File: src/rtl/vga_tile_scan.sv
// vga_tile_scan: VGA raster timing with tiled byte-per-tile framebuffer fetch and RGB332 output
module vga_tile_scan #(
   parameter int          H_VIS        = 800,
   parameter int          H_FP         = 56,
   parameter int          H_SYNC       = 120,
   parameter int          H_BP         = 64,
   parameter int          V_VIS        = 600,
   parameter int          V_FP         = 37,
   parameter int          V_SYNC       = 6,
   parameter int          V_BP         = 23,
   parameter int          SYNC_ACT_LOW = 1,
   parameter int          TILE_W       = 32,
   parameter int          TILE_H       = 32,
   parameter int          STRIDE       = 25,
   parameter logic [31:0] BASE_ADDR    = 32'h400
) (
   input  logic        clk50,
   input  logic        rst,
   input  logic        pattern_en,
   output logic [31:0] raddr,
   input  logic [31:0] rdata,
   output logic        Hsync,
   output logic        Vsync,
   output logic [2:0]  red_out,
   output logic [2:0]  green_out,
   output logic [1:0]  blue_out,
   output logic        frame_start,
   output logic        vblank
);
   localparam int H_TOTAL = H_VIS + H_FP + H_SYNC + H_BP;
   localparam int V_TOTAL = V_VIS + V_FP + V_SYNC + V_BP;
   localparam int HW = $clog2(H_TOTAL);
   localparam int VW = $clog2(V_TOTAL);
   localparam int XW = $clog2(TILE_W + 1);
   localparam int YW = $clog2(TILE_H + 1);
   localparam logic SYNC_IDLE = SYNC_ACT_LOW != 0;

   logic [HW-1:0] hcnt;
   logic [VW-1:0] vcnt;
   logic [XW-1:0] tx_px;
   logic [YW-1:0] ty_px;
   logic [31:0]   tile_col, row_base;
   logic          v0, v1, vis1, hs1, vs1, fs1, vb1, pen1;
   logic [1:0]    sel1;
   logic [7:0]    pat1, pix;
   logic          h_wrap, v_wrap, visible, tx_last, ty_last;

   assign h_wrap  = int'(hcnt) == H_TOTAL - 1;
   assign v_wrap  = h_wrap && int'(vcnt) == V_TOTAL - 1;
   assign visible = int'(hcnt) < H_VIS && int'(vcnt) < V_VIS;
   assign tx_last = int'(tx_px) == TILE_W - 1;
   assign ty_last = int'(ty_px) == TILE_H - 1;
   assign raddr   = BASE_ADDR + row_base + tile_col;
   assign pix     = pen1 ? pat1 : rdata[8*sel1 +: 8];

   // Stage 0: raster counters and tile walk; the first edge after reset only arms v0 so (0,0) is held once
   always_ff @(posedge clk50 or posedge rst) begin
      if (rst) begin
         v0       <= 1'b0;
         hcnt     <= '0;
         vcnt     <= '0;
         tx_px    <= '0;
         tile_col <= '0;
         ty_px    <= '0;
         row_base <= '0;
      end else if (!v0) begin
         v0 <= 1'b1;
      end else begin
         hcnt <= h_wrap ? '0 : hcnt + 1'b1;
         if (h_wrap) vcnt <= v_wrap ? '0 : vcnt + 1'b1;
         if (v_wrap) begin
            tx_px    <= '0;
            tile_col <= '0;
            ty_px    <= '0;
            row_base <= '0;
         end else if (h_wrap) begin
            tx_px    <= '0;
            tile_col <= '0;
            if (int'(vcnt) < V_VIS) begin
               ty_px <= ty_last ? '0 : ty_px + 1'b1;
               if (ty_last) row_base <= row_base + 32'(STRIDE);
            end
         end else if (visible) begin
            tx_px <= tx_last ? '0 : tx_px + 1'b1;
            if (tx_last) tile_col <= tile_col + 32'd1;
         end
      end
   end

   // Stage 1: register everything derived from stage 0 while the RAM word is being read
   always_ff @(posedge clk50 or posedge rst) begin
      if (rst) begin
         v1   <= 1'b0;
         vis1 <= 1'b0;
         hs1  <= 1'b0;
         vs1  <= 1'b0;
         fs1  <= 1'b0;
         vb1  <= 1'b0;
         pen1 <= 1'b0;
         sel1 <= '0;
         pat1 <= '0;
      end else begin
         v1   <= v0;
         vis1 <= visible;
         hs1  <= int'(hcnt) >= H_VIS + H_FP && int'(hcnt) < H_VIS + H_FP + H_SYNC;
         vs1  <= int'(vcnt) >= V_VIS + V_FP && int'(vcnt) < V_VIS + V_FP + V_SYNC;
         fs1  <= hcnt == '0 && vcnt == '0;
         vb1  <= int'(vcnt) >= V_VIS;
         pen1 <= pattern_en;
         sel1 <= raddr[1:0];
         pat1 <= 8'(hcnt) ^ 8'(vcnt);
      end
   end

   // Stage 2: pin registers, held at reset levels until the pipeline holds valid data
   always_ff @(posedge clk50 or posedge rst) begin
      if (rst) begin
         Hsync                            <= SYNC_IDLE;
         Vsync                            <= SYNC_IDLE;
         {red_out, green_out, blue_out}   <= 8'h00;
         frame_start                      <= 1'b0;
         vblank                           <= 1'b0;
      end else begin
         Hsync                            <= v1 ? hs1 ^ SYNC_IDLE : SYNC_IDLE;
         Vsync                            <= v1 ? vs1 ^ SYNC_IDLE : SYNC_IDLE;
         {red_out, green_out, blue_out}   <= v1 && vis1 ? pix : 8'h00;
         frame_start                      <= v1 && fs1;
         vblank                           <= v1 && vb1;
      end
   end
endmodule

File: config.mk
export PLATFORM = sky130hd
export DESIGN_NAME = vga_tile_scan
export DESIGN_NICKNAME = d
export VERILOG_FILES = /design/src/rtl/vga_tile_scan.sv
export SDC_FILE = /design/constraint.sdc
export NUM_CORES = 1
export LEC_CHECK = 0
export BUFFER_PORTS_ARGS = -buffer_cell sky130_fd_sc_hd__buf_2
export CAP_MARGIN = 20
export CORE_AREA = 2 2 130 228
export CTS_BUF_LIST = sky130_fd_sc_hd__clkbuf_2 sky130_fd_sc_hd__clkbuf_4 sky130_fd_sc_hd__clkbuf_8
export CTS_CLUSTER_SIZE = 40
export DETAILED_ROUTE_END_ITERATION = 16
export DIE_AREA = 0 0 132 230
export GPL_TIMING_DRIVEN = 0
export PLACE_DENSITY_LB_ADDON = 0.3
export SLEW_MARGIN = 20
export SYNTH_ARGS = -nofsm -noshare
export SYNTH_HDL_FRONTEND = slang
export SYNTH_SLANG_ARGS = --single-unit
File: constraint.sdc
create_clock -name clk50 -period 3.6 [get_ports clk50]
set_input_delay 0.18 -clock clk50 [delete_from_list [all_inputs] [get_ports clk50]]
set_output_delay 0.18 -clock clk50 [all_outputs]
set_load 0.01 [all_outputs]
Word level (Yosys, flattened, before mapping). Index checks and enable logic that the tools add are counted.

Add/sub/neg operators: 8. $lt $le $gt $ge: 7. Equality and inequality tests: 4. Shift-type cells: 1. Mux-type cells: 22. Bitwise logic cells: 3. Reduce and logical (&&, ||, !) cells: 20.

Operator list (number): $mux 32 (8); $mux 6 (8); $add 11x32->32 const A (1); $add 32x1->32 const B (1); $add 32x32->32 (1); $add 32x5->32 const B (1); $shiftx 32x6->8 (1); $lt 11x10->1 const B (2); $ge 10x10->1 const B (2); $lt 10x10->1 const B (2); $mux 8 (2); $add 6x1->6 const B (2); $eq 6x6->1 const B (2); $add 11x1->11 const B (1); $eq 11x11->1 const B (1); $ge 11x10->1 const B (1); $logic_not 11->1 (1); $mux 11 (1); $add 10x1->10 const B (1); $eq 10x10->1 const B (1); $logic_not 10->1 (1); $mux 10 (1); $logic_and 1x1->1 (8); $xor 8x8->8 (1); other kinds (7) (14).

Bits in registers: 127. Bits of input ports: 35. Output and inout port bits: 44. Logic and storage cells: 88.

Depth between registers and ports, before layout. Gate-level depths: netlist of run 1.

Depth after elaboration: 5. Gate-level depth with buffers: 11. Mapped depth without buffers: 11.

Worst setup path before layout of run 1. OpenSTA, ideal clock, no wires.

Kind: register -> output. Start point: register tile_col[1]. End point: output raddr[31]. Data arrival time: 2.859 ns. Required time: 3.420 ns. Slack: 0.561 ns. Stages on the path, launching flop included: 11. Path buffers: 0. Path through: dfrtp_1 > ha_1 > ha_1 > fa_1 > a211o_1 > a21oi_1 > o21ai_2 > a31oi_1 > o31ai_2 > a221oi_2 > xnor2_1.

Cells in the longest elaborated chain, start to end: 1.

Ends and longest elaborated chain: start: declaration (RTL line 42) `logic [31:0] tile_col, row_base;`; start signal: assignment (RTL line 85) `if (tx_last) tile_col <= tile_col + 32'd1;`; $add 32x32->32 (RTL line 53) `assign raddr = BASE_ADDR + row_base + tile_col;`; end: declaration (RTL line 20) `output logic [31:0] raddr,`.

No other way between the ends.

Worst setup path in the final report of run 1.
Start point: register tile_col[24]. End point: output raddr[31].

Same word-level chain as after synthesis.

==> results.json, run 1 <==
{
  "status": "completed",
  "finalHoldViolations": 0,
  "die_x_um": 132,
  "io_buffers": 78,
  "cp.arrival_ns": 3.32,
  "synth-edff-count": 0,
  "syn_area_per_cell_um2": 9.28,
  "gp_congestion": 0.879,
  "cts-root-buf": "clkbuf_8",
  "fin_nets": 1127,
  "synth-xor-area-share": 0.0663,
  "synth_top_family_by_area": "simple AND/OR/NAND/NOR gates",
  "path_delay_family": "compound AO/OA/AOI/OAI gates",
  "layout_commonest_cell": "dfrtp_1",
  "hpwl_mm": 17.2,
  "worst_pin_slew_ns": 0.874,
  "finClkSkew_ns": 0.0233,
  "clk_pin_slew_ns": 0.09,
  "period_needed_ns": 3.50,
  "setup_viol": 0,
  "ys_types": 80,
  "cp_slowest_stage_delay_ns": 0.44,
  "hp-class": "in2reg",
  "p_per_area_mw_per_mm2": 327,
  "wl_mm": 23.1,
  "grt_pass1_wl_mm": 37.6,
  "fmax_mhz": 286,
  "path_cells": "ha_1 > ha_1 > a21o_1 > a21o_1 > a221o_1 > a31o_2 > a21o_1 > a221oi_2 > xnor2_1 > buf_2",
  "cts_tree": "done",
  "synthFlopType": "dfrtp_1",
  "route.vias.total": 7314,
  "crit_path_start_kind": "flip-flop",
  "cts_num_sinks": 127,
  "drcViolationCount": 0,
  "synth-simple-area-share": 0.191,
  "std_cell_rows": 82,
  "hold_ws_ns": 0.203,
  "p_leak_nw": 4.72,
  "worstPathMaxFanout": 4,
  "grt_pass1_vias": 7309,
  "avgRoutedWirePerCell_um": 16.3,
  "yosysSeqAreaShare": 0.376,
  "synthesis.area_mm2": 0.00846,
  "path_buf_inv": 1,
  "via_per_inst": 5.18,
  "rsz0062_at_grt": "yes",
  "core_area_mm2": 0.0284,
  "final_cells": 1412,
  "die_area_mm2": 0.0304,
  "ant_nets": 0,
  "placed_cells": 1368,
  "slew_headroom": 0.413,
  "synth_nets": 1018,
  "ir_drop_mv": 0.206,
  "grt_max_degree": 83,
  "h-tree-depth": 4,
  "start_util": 0.298,
  "cts_max_path_buffers": 2,
  "slowest_stage": "dfrtp_1",
  "syn_inst": 911,
  "synthArstFlopShare": 1.00,
  "overflow": 0,
  "synth_fa_ha_area_frac": 0.107,
  "die_height_um": 230,
  "drtPass1Iterations": 5,
  "post-route-period-util": 0.971,
  "slew_viol_final": 0,
  "drtIter0Drc": 421,
  "cpMostUsedCell": "a21o_1",
  "crit_required_ns": 3.42,
  "ys_warn_count": 0,
  "ys_ff_latch": 127,
  "ios": 79,
  "area_growth_pct": 18.5,
  "max-cap-violations": 0,
  "criticalPathCategory": "reg2out",
  "final_cell_mix": "116 x dfrtp_1, 85 x buf_2, 78 x o21ai_0",
  "cts_buffers": 17,
  "cp-end-kind": "primary output",
  "grt_use_total": 0.153,
  "clk_latency_ns": 0.45,
  "synth.area.mux_share": 0.0345,
  "synth_compound_area_frac": 0.188,
  "antenna_found_initial": 1,
  "drive_gt1_frac": 0.197
}
## sequential cells by signal, summed over array words and instances, names as in the netlist
register / flops
Hsync: 1
Vsync: 1
blue_out: 2
frame_start: 1
fs1: 1
green_out: 3
hcnt: 11
hs1: 1
pat1: 8
pen1: 1
red_out: 3
row_base: 32
sel1: 2
tile_col: 32
tx_px: 6
ty_px: 6
v0: 1
v1: 1
vb1: 1
vblank: 1
vcnt: 10
vis1: 1
vs1: 1
## power breakdown
part | leakage, nW | total [W] | switching [W] | internal (W)
registers | 1.71 | 0.00160 | 0.0000681 | 0.00154
clock network | 0.189 | 0.00124 | 0.000605 | 0.000632
logic | 2.82 | 0.000437 | 0.000231 | 0.000206
## cell families after synthesis
group / Yosys count
AO/OA/AOI/OAI: 251
adder cells (fa/ha/maj): 72
AND/OR/NAND/NOR: 305
flip-flops: 127
multiplexers: 19
buffers and inverters: 72
XOR/XNOR: 64
other: 1
## layout make-up
class | count | area (um2)
antenna | 1 | 2.50
buffer | 42 | 193
clock buffer | 19 | 249
clock inverter | 13 | 140
fill | 2970 | 18400
inverter | 28 | 113
multi-input combinational | 712 | 5140
sequential | 127 | 3190
tap | 378 | 473
timing repair buffer | 92 | 520
## tightest hold or removal path, cell delays in order
cell,delay [ns]
buf_2,0.07
mux4_2,0.22
mux2i_1,0.06
nor2_1,0.07
## path summary, 6_finish.rpt
path	cells past startpoint	slack, ns	from	end
setup / recovery	10	0.10	tile_col[24]	raddr[31]
hold / removal	4	0.20	rdata[24]	blue_out[0]
setup reg to reg	6	0.86	hcnt[4]	row_base[19]
hold reg to reg	1	0.37	hs1	Hsync
max in group asynchronous	4	2.57	rst	row_base[5]
min in group asynchronous	3	0.28	rst	frame_start
## repair_timing
action	4_1_cts	5_1_grt
gates resized for setup	23	22
hold buffers	2	0
pin swaps	10	7
hold endpoints to repair	45	0
endpoints found under the setup margin	17	12
buffers inserted	5	6
## cells in the mapped netlist (all sizes together) (5+ instances only)
library cell  instances  area share
a21o                 18       0.016
a21oi                47       0.028
a31oi                33       0.024
and2                 13      0.0096
and3                 17       0.013
and4                  9      0.0096
buf                  13      0.0095
clkbuf               31       0.014
dfrtp               125        0.37
ha                   71        0.11
inv                  28       0.012
mux2i                10       0.012
mux4                  8       0.021
nand2                66       0.029
nand3                43       0.025
nand4                29       0.025
nor2                 73       0.033
nor2b                 8      0.0059
nor3                 21       0.016
nor4                  5      0.0052
o21a                 11      0.0098
o21ai                89       0.053
o31ai                 6      0.0059
or3                   5      0.0043
xnor2                37       0.038
xor2                 27       0.028
## metrics by stage
stage / total power (W) / setup TNS, ns / util / setup WS [ns] / cell area, um2
floorplan: 0.00193 / 0 / - / 0.0390 / 8460
global placement: 0.00205 / -220.19 / 0.328 / -1.77 / 9320
detailed placement: 0.00207 / -0.438 / 0.329 / -0.141 / 9360
CTS: 0.00333 / -0.0277 / 0.349 / -0.0277 / 9910
global route: 0.00344 / -0.0907 / 0.353 / -0.0572 / 10000
finish: 0.00328 / 0 / 0.353 / 0.104 / 10000
## metal layers
layer / global-route usage / share of wire / up-vias
met5: 0 / 0 / -
met4: 0.0710 / 0.035 / 0
met3: 0.0220 / 0.027 / 53
met2: 0.284 / 0.53 / 158
met1: 0.171 / 0.41 / 3524
li1: - / - / 3579
Power figures use the tool's default switching activity.
==> run 2, diff against run 1 <==
--- a/config.mk
+++ b/config.mk
@@ -7,11 +7,11 @@
 export LEC_CHECK = 0
 export BUFFER_PORTS_ARGS = -buffer_cell sky130_fd_sc_hd__buf_2
 export CAP_MARGIN = 20
-export CORE_AREA = 2 2 130 228
+export CORE_AREA = 2 2 171 173
 export CTS_BUF_LIST = sky130_fd_sc_hd__clkbuf_2 sky130_fd_sc_hd__clkbuf_4 sky130_fd_sc_hd__clkbuf_8
 export CTS_CLUSTER_SIZE = 40
 export DETAILED_ROUTE_END_ITERATION = 16
-export DIE_AREA = 0 0 132 230
+export DIE_AREA = 0 0 173 175
 export GPL_TIMING_DRIVEN = 0
 export PLACE_DENSITY_LB_ADDON = 0.3
 export SLEW_MARGIN = 20
==> run 2 against run 1 <==
Via count up 0.83%. Die area decreased by 0.28%. Fmax up 1.1%. Largest cell class unchanged. Final area up 0.75%. Register-to-register slack better by 0.08 ns. Clock power is 9% higher.
==> results.json, run 2 (same netlist as run 1, synthesis figures left out) <==
{
  "die_area_mm2": 0.0303,
  "placed_cells": 1374,
  "grt_pass1_wl_mm": 35.4,
  "std_cell_rows": 62,
  "min_from": "rdata[17]",
  "cp.arrival_ns": 3.28,
  "hold_ws_ns": 0.194,
  "worst_pin_slew_ns": 0.928,
  "finalHoldViolations": 0,
  "antenna_found_initial": 0,
  "p_comb_frac": 0.130,
  "hpwl_mm": 15.9,
  "critPathLaunch": "tile_col[1]",
  "criticalPathCategory": "reg2out",
  "die_x_um": 173,
  "drive_gt1_frac": 0.197,
  "p_leak_nw": 4.76,
  "layout_commonest_cell": "dfrtp_1",
  "ios": 79,
  "cts_tree": "done",
  "via_per_inst": 5.19,
  "overflow": 0,
  "start_util": 0.298,
  "ir_drop_mv": 0.209,
  "grt_use_total": 0.145,
  "swShare": 0.276,
  "cts_max_path_buffers": 2,
  "p_switching_w": 0.000935,
  "drtPass1Iterations": 5,
  "setup_viol": 0,
  "h-tree-depth": 4,
  "crit_required_ns": 3.42,
  "hp-class": "in2reg",
  "route.vias.total": 7375,
  "cts_num_sinks": 127,
  "rsz0062_at_grt": "yes",
  "post_dp_cell_area_mm2": 0.00936,
  "slew_headroom": 0.377,
  "final_util": 0.356,
  "internal_power_w": 0.00246,
  "multi_input_area_mm2": 0.00515,
  "io_buffers": 78,
  "grt_max_degree": 99,
  "cp-end-kind": "primary output",
  "final_cells": 1421,
  "nFillCells": 2984,
  "core_area_mm2": 0.0284,
  "gp_congestion": 0.839,
  "post-route-period-util": 0.961,
  "avgRoutedWirePerCell_um": 15.6,
  "fmax_mhz": 289,
  "biggestRegsByFlops": "row_base x32, tile_col x32, hcnt x11",
  "fin_nets": 1131,
  "grt_pass1_vias": 6770,
  "max-cap-violations": 0,
  "crit_path_start_kind": "flip-flop",
  "r2r-start": "vcnt[6]",
  "p_total_w": 0.00339,
  "period_needed_ns": 3.46,
  "finClkSkew_ns": 0.0194,
  "clk_latency_ns": 0.46,
  "wl_mm": 22.1,
  "clk_pin_slew_ns": 0.08,
  "status": "completed",
  "final_cell_mix": "119 x dfrtp_1, 85 x buf_2, 79 x o21ai_0",
  "final-seq-area_mm2": 0.00319,
  "ant_nets": 0,
  "die_height_um": 175,
  "drtIter0Drc": 537,
  "fin_area_mm2": 0.0101,
  "power_frac_clock": 0.397,
  "cts_buffers": 17,
  "p_per_area_mw_per_mm2": 336,
  "seqPwrFrac": 0.473,
  "slew_viol_final": 0,
  "antenna_cells": 0,
  "worstPathMaxFanout": 7,
  "drcViolationCount": 0,
  "cts-root-buf": "clkbuf_8",
  "area_growth_pct": 19.4
}
[run 2: metal layers]
| layer | vias to the layer above | track usage | wire length, um | share of wire |
|---|---|---|---|---|
| li1 | 3564 | - | - | - |
| met4 | 0 | 0.0410 | 278 | 0.013 |
| met2 | 175 | 0.233 | 10200 | 0.46 |
| met5 | - | 0 | 0 | 0 |
| met1 | 3617 | 0.197 | 10700 | 0.48 |
| met3 | 19 | 0.0307 | 983 | 0.044 |
[run 2: worst max-delay path, stage by stage, from the launching register on]
cell and delay, ns:
dfrtp_1 0.42, ha_4 0.26, ha_4 0.18, fa_2 0.40
a211o_1 0.31, a21oi_4 0.18, o21ai_4 0.10, a31oi_4 0.24
o31ai_4 0.15, a221oi_2 0.29, xnor2_1 0.14, buf_2 0.15
[run 2: final timing paths]
path	slack, ns	endpoint	cells after the start
setup reg to reg	0.94	row_base[27]	8
max in group asynchronous	2.56	row_base[2]	4
setup / recovery	0.14	raddr[31]	11
hold reg to reg	0.37	Vsync	1
min in group asynchronous	0.24	row_base[25]	3
hold / removal	0.19	blue_out[1]	4
[run 2: power by group through the flow]
stage	Sequential [W]	Combinational (W)	Clock (W)
2_1_floorplan	0.00162	0.000305	0
3_3_place_gp	0.00163	0.000421	0
3_5_place_dp	0.00163	0.000433	0
4_1_cts	0.00161	0.000438	0.00138
5_1_grt	0.00162	0.000495	0.00145
6_report	0.00160	0.000440	0.00135
[run 2: final cells by class]
class	count	share of cell area
buffer	42	0.0190
clock buffer	18	0.0245
clock inverter	14	0.0180
inverter	28	0.0111
multi-input combinational	712	0.510
sequential	127	0.316
tap	384	0.0476
timing repair buffer	96	0.0545
[run 2: per-stage QoR]
stage | setup TNS, ns | setup slack (ns)
after floorplan | 0 | 0.0390
after global placement | -213.03 | -1.71
after detailed placement | -0.0472 | -0.0472
after CTS | -0.0251 | -0.0140
after global routing | -0.0259 | -0.0242
final | 0 | 0.141
[run 2: timing repair]
action | CTS | global route
hold buffers | 2 | 0
pin swaps | 5 | 9
endpoints found under the hold margin | 30 | 0
setup endpoints to repair | 16 | 14
gates resized for setup | 12 | 27
setup buffers | 4 | 11
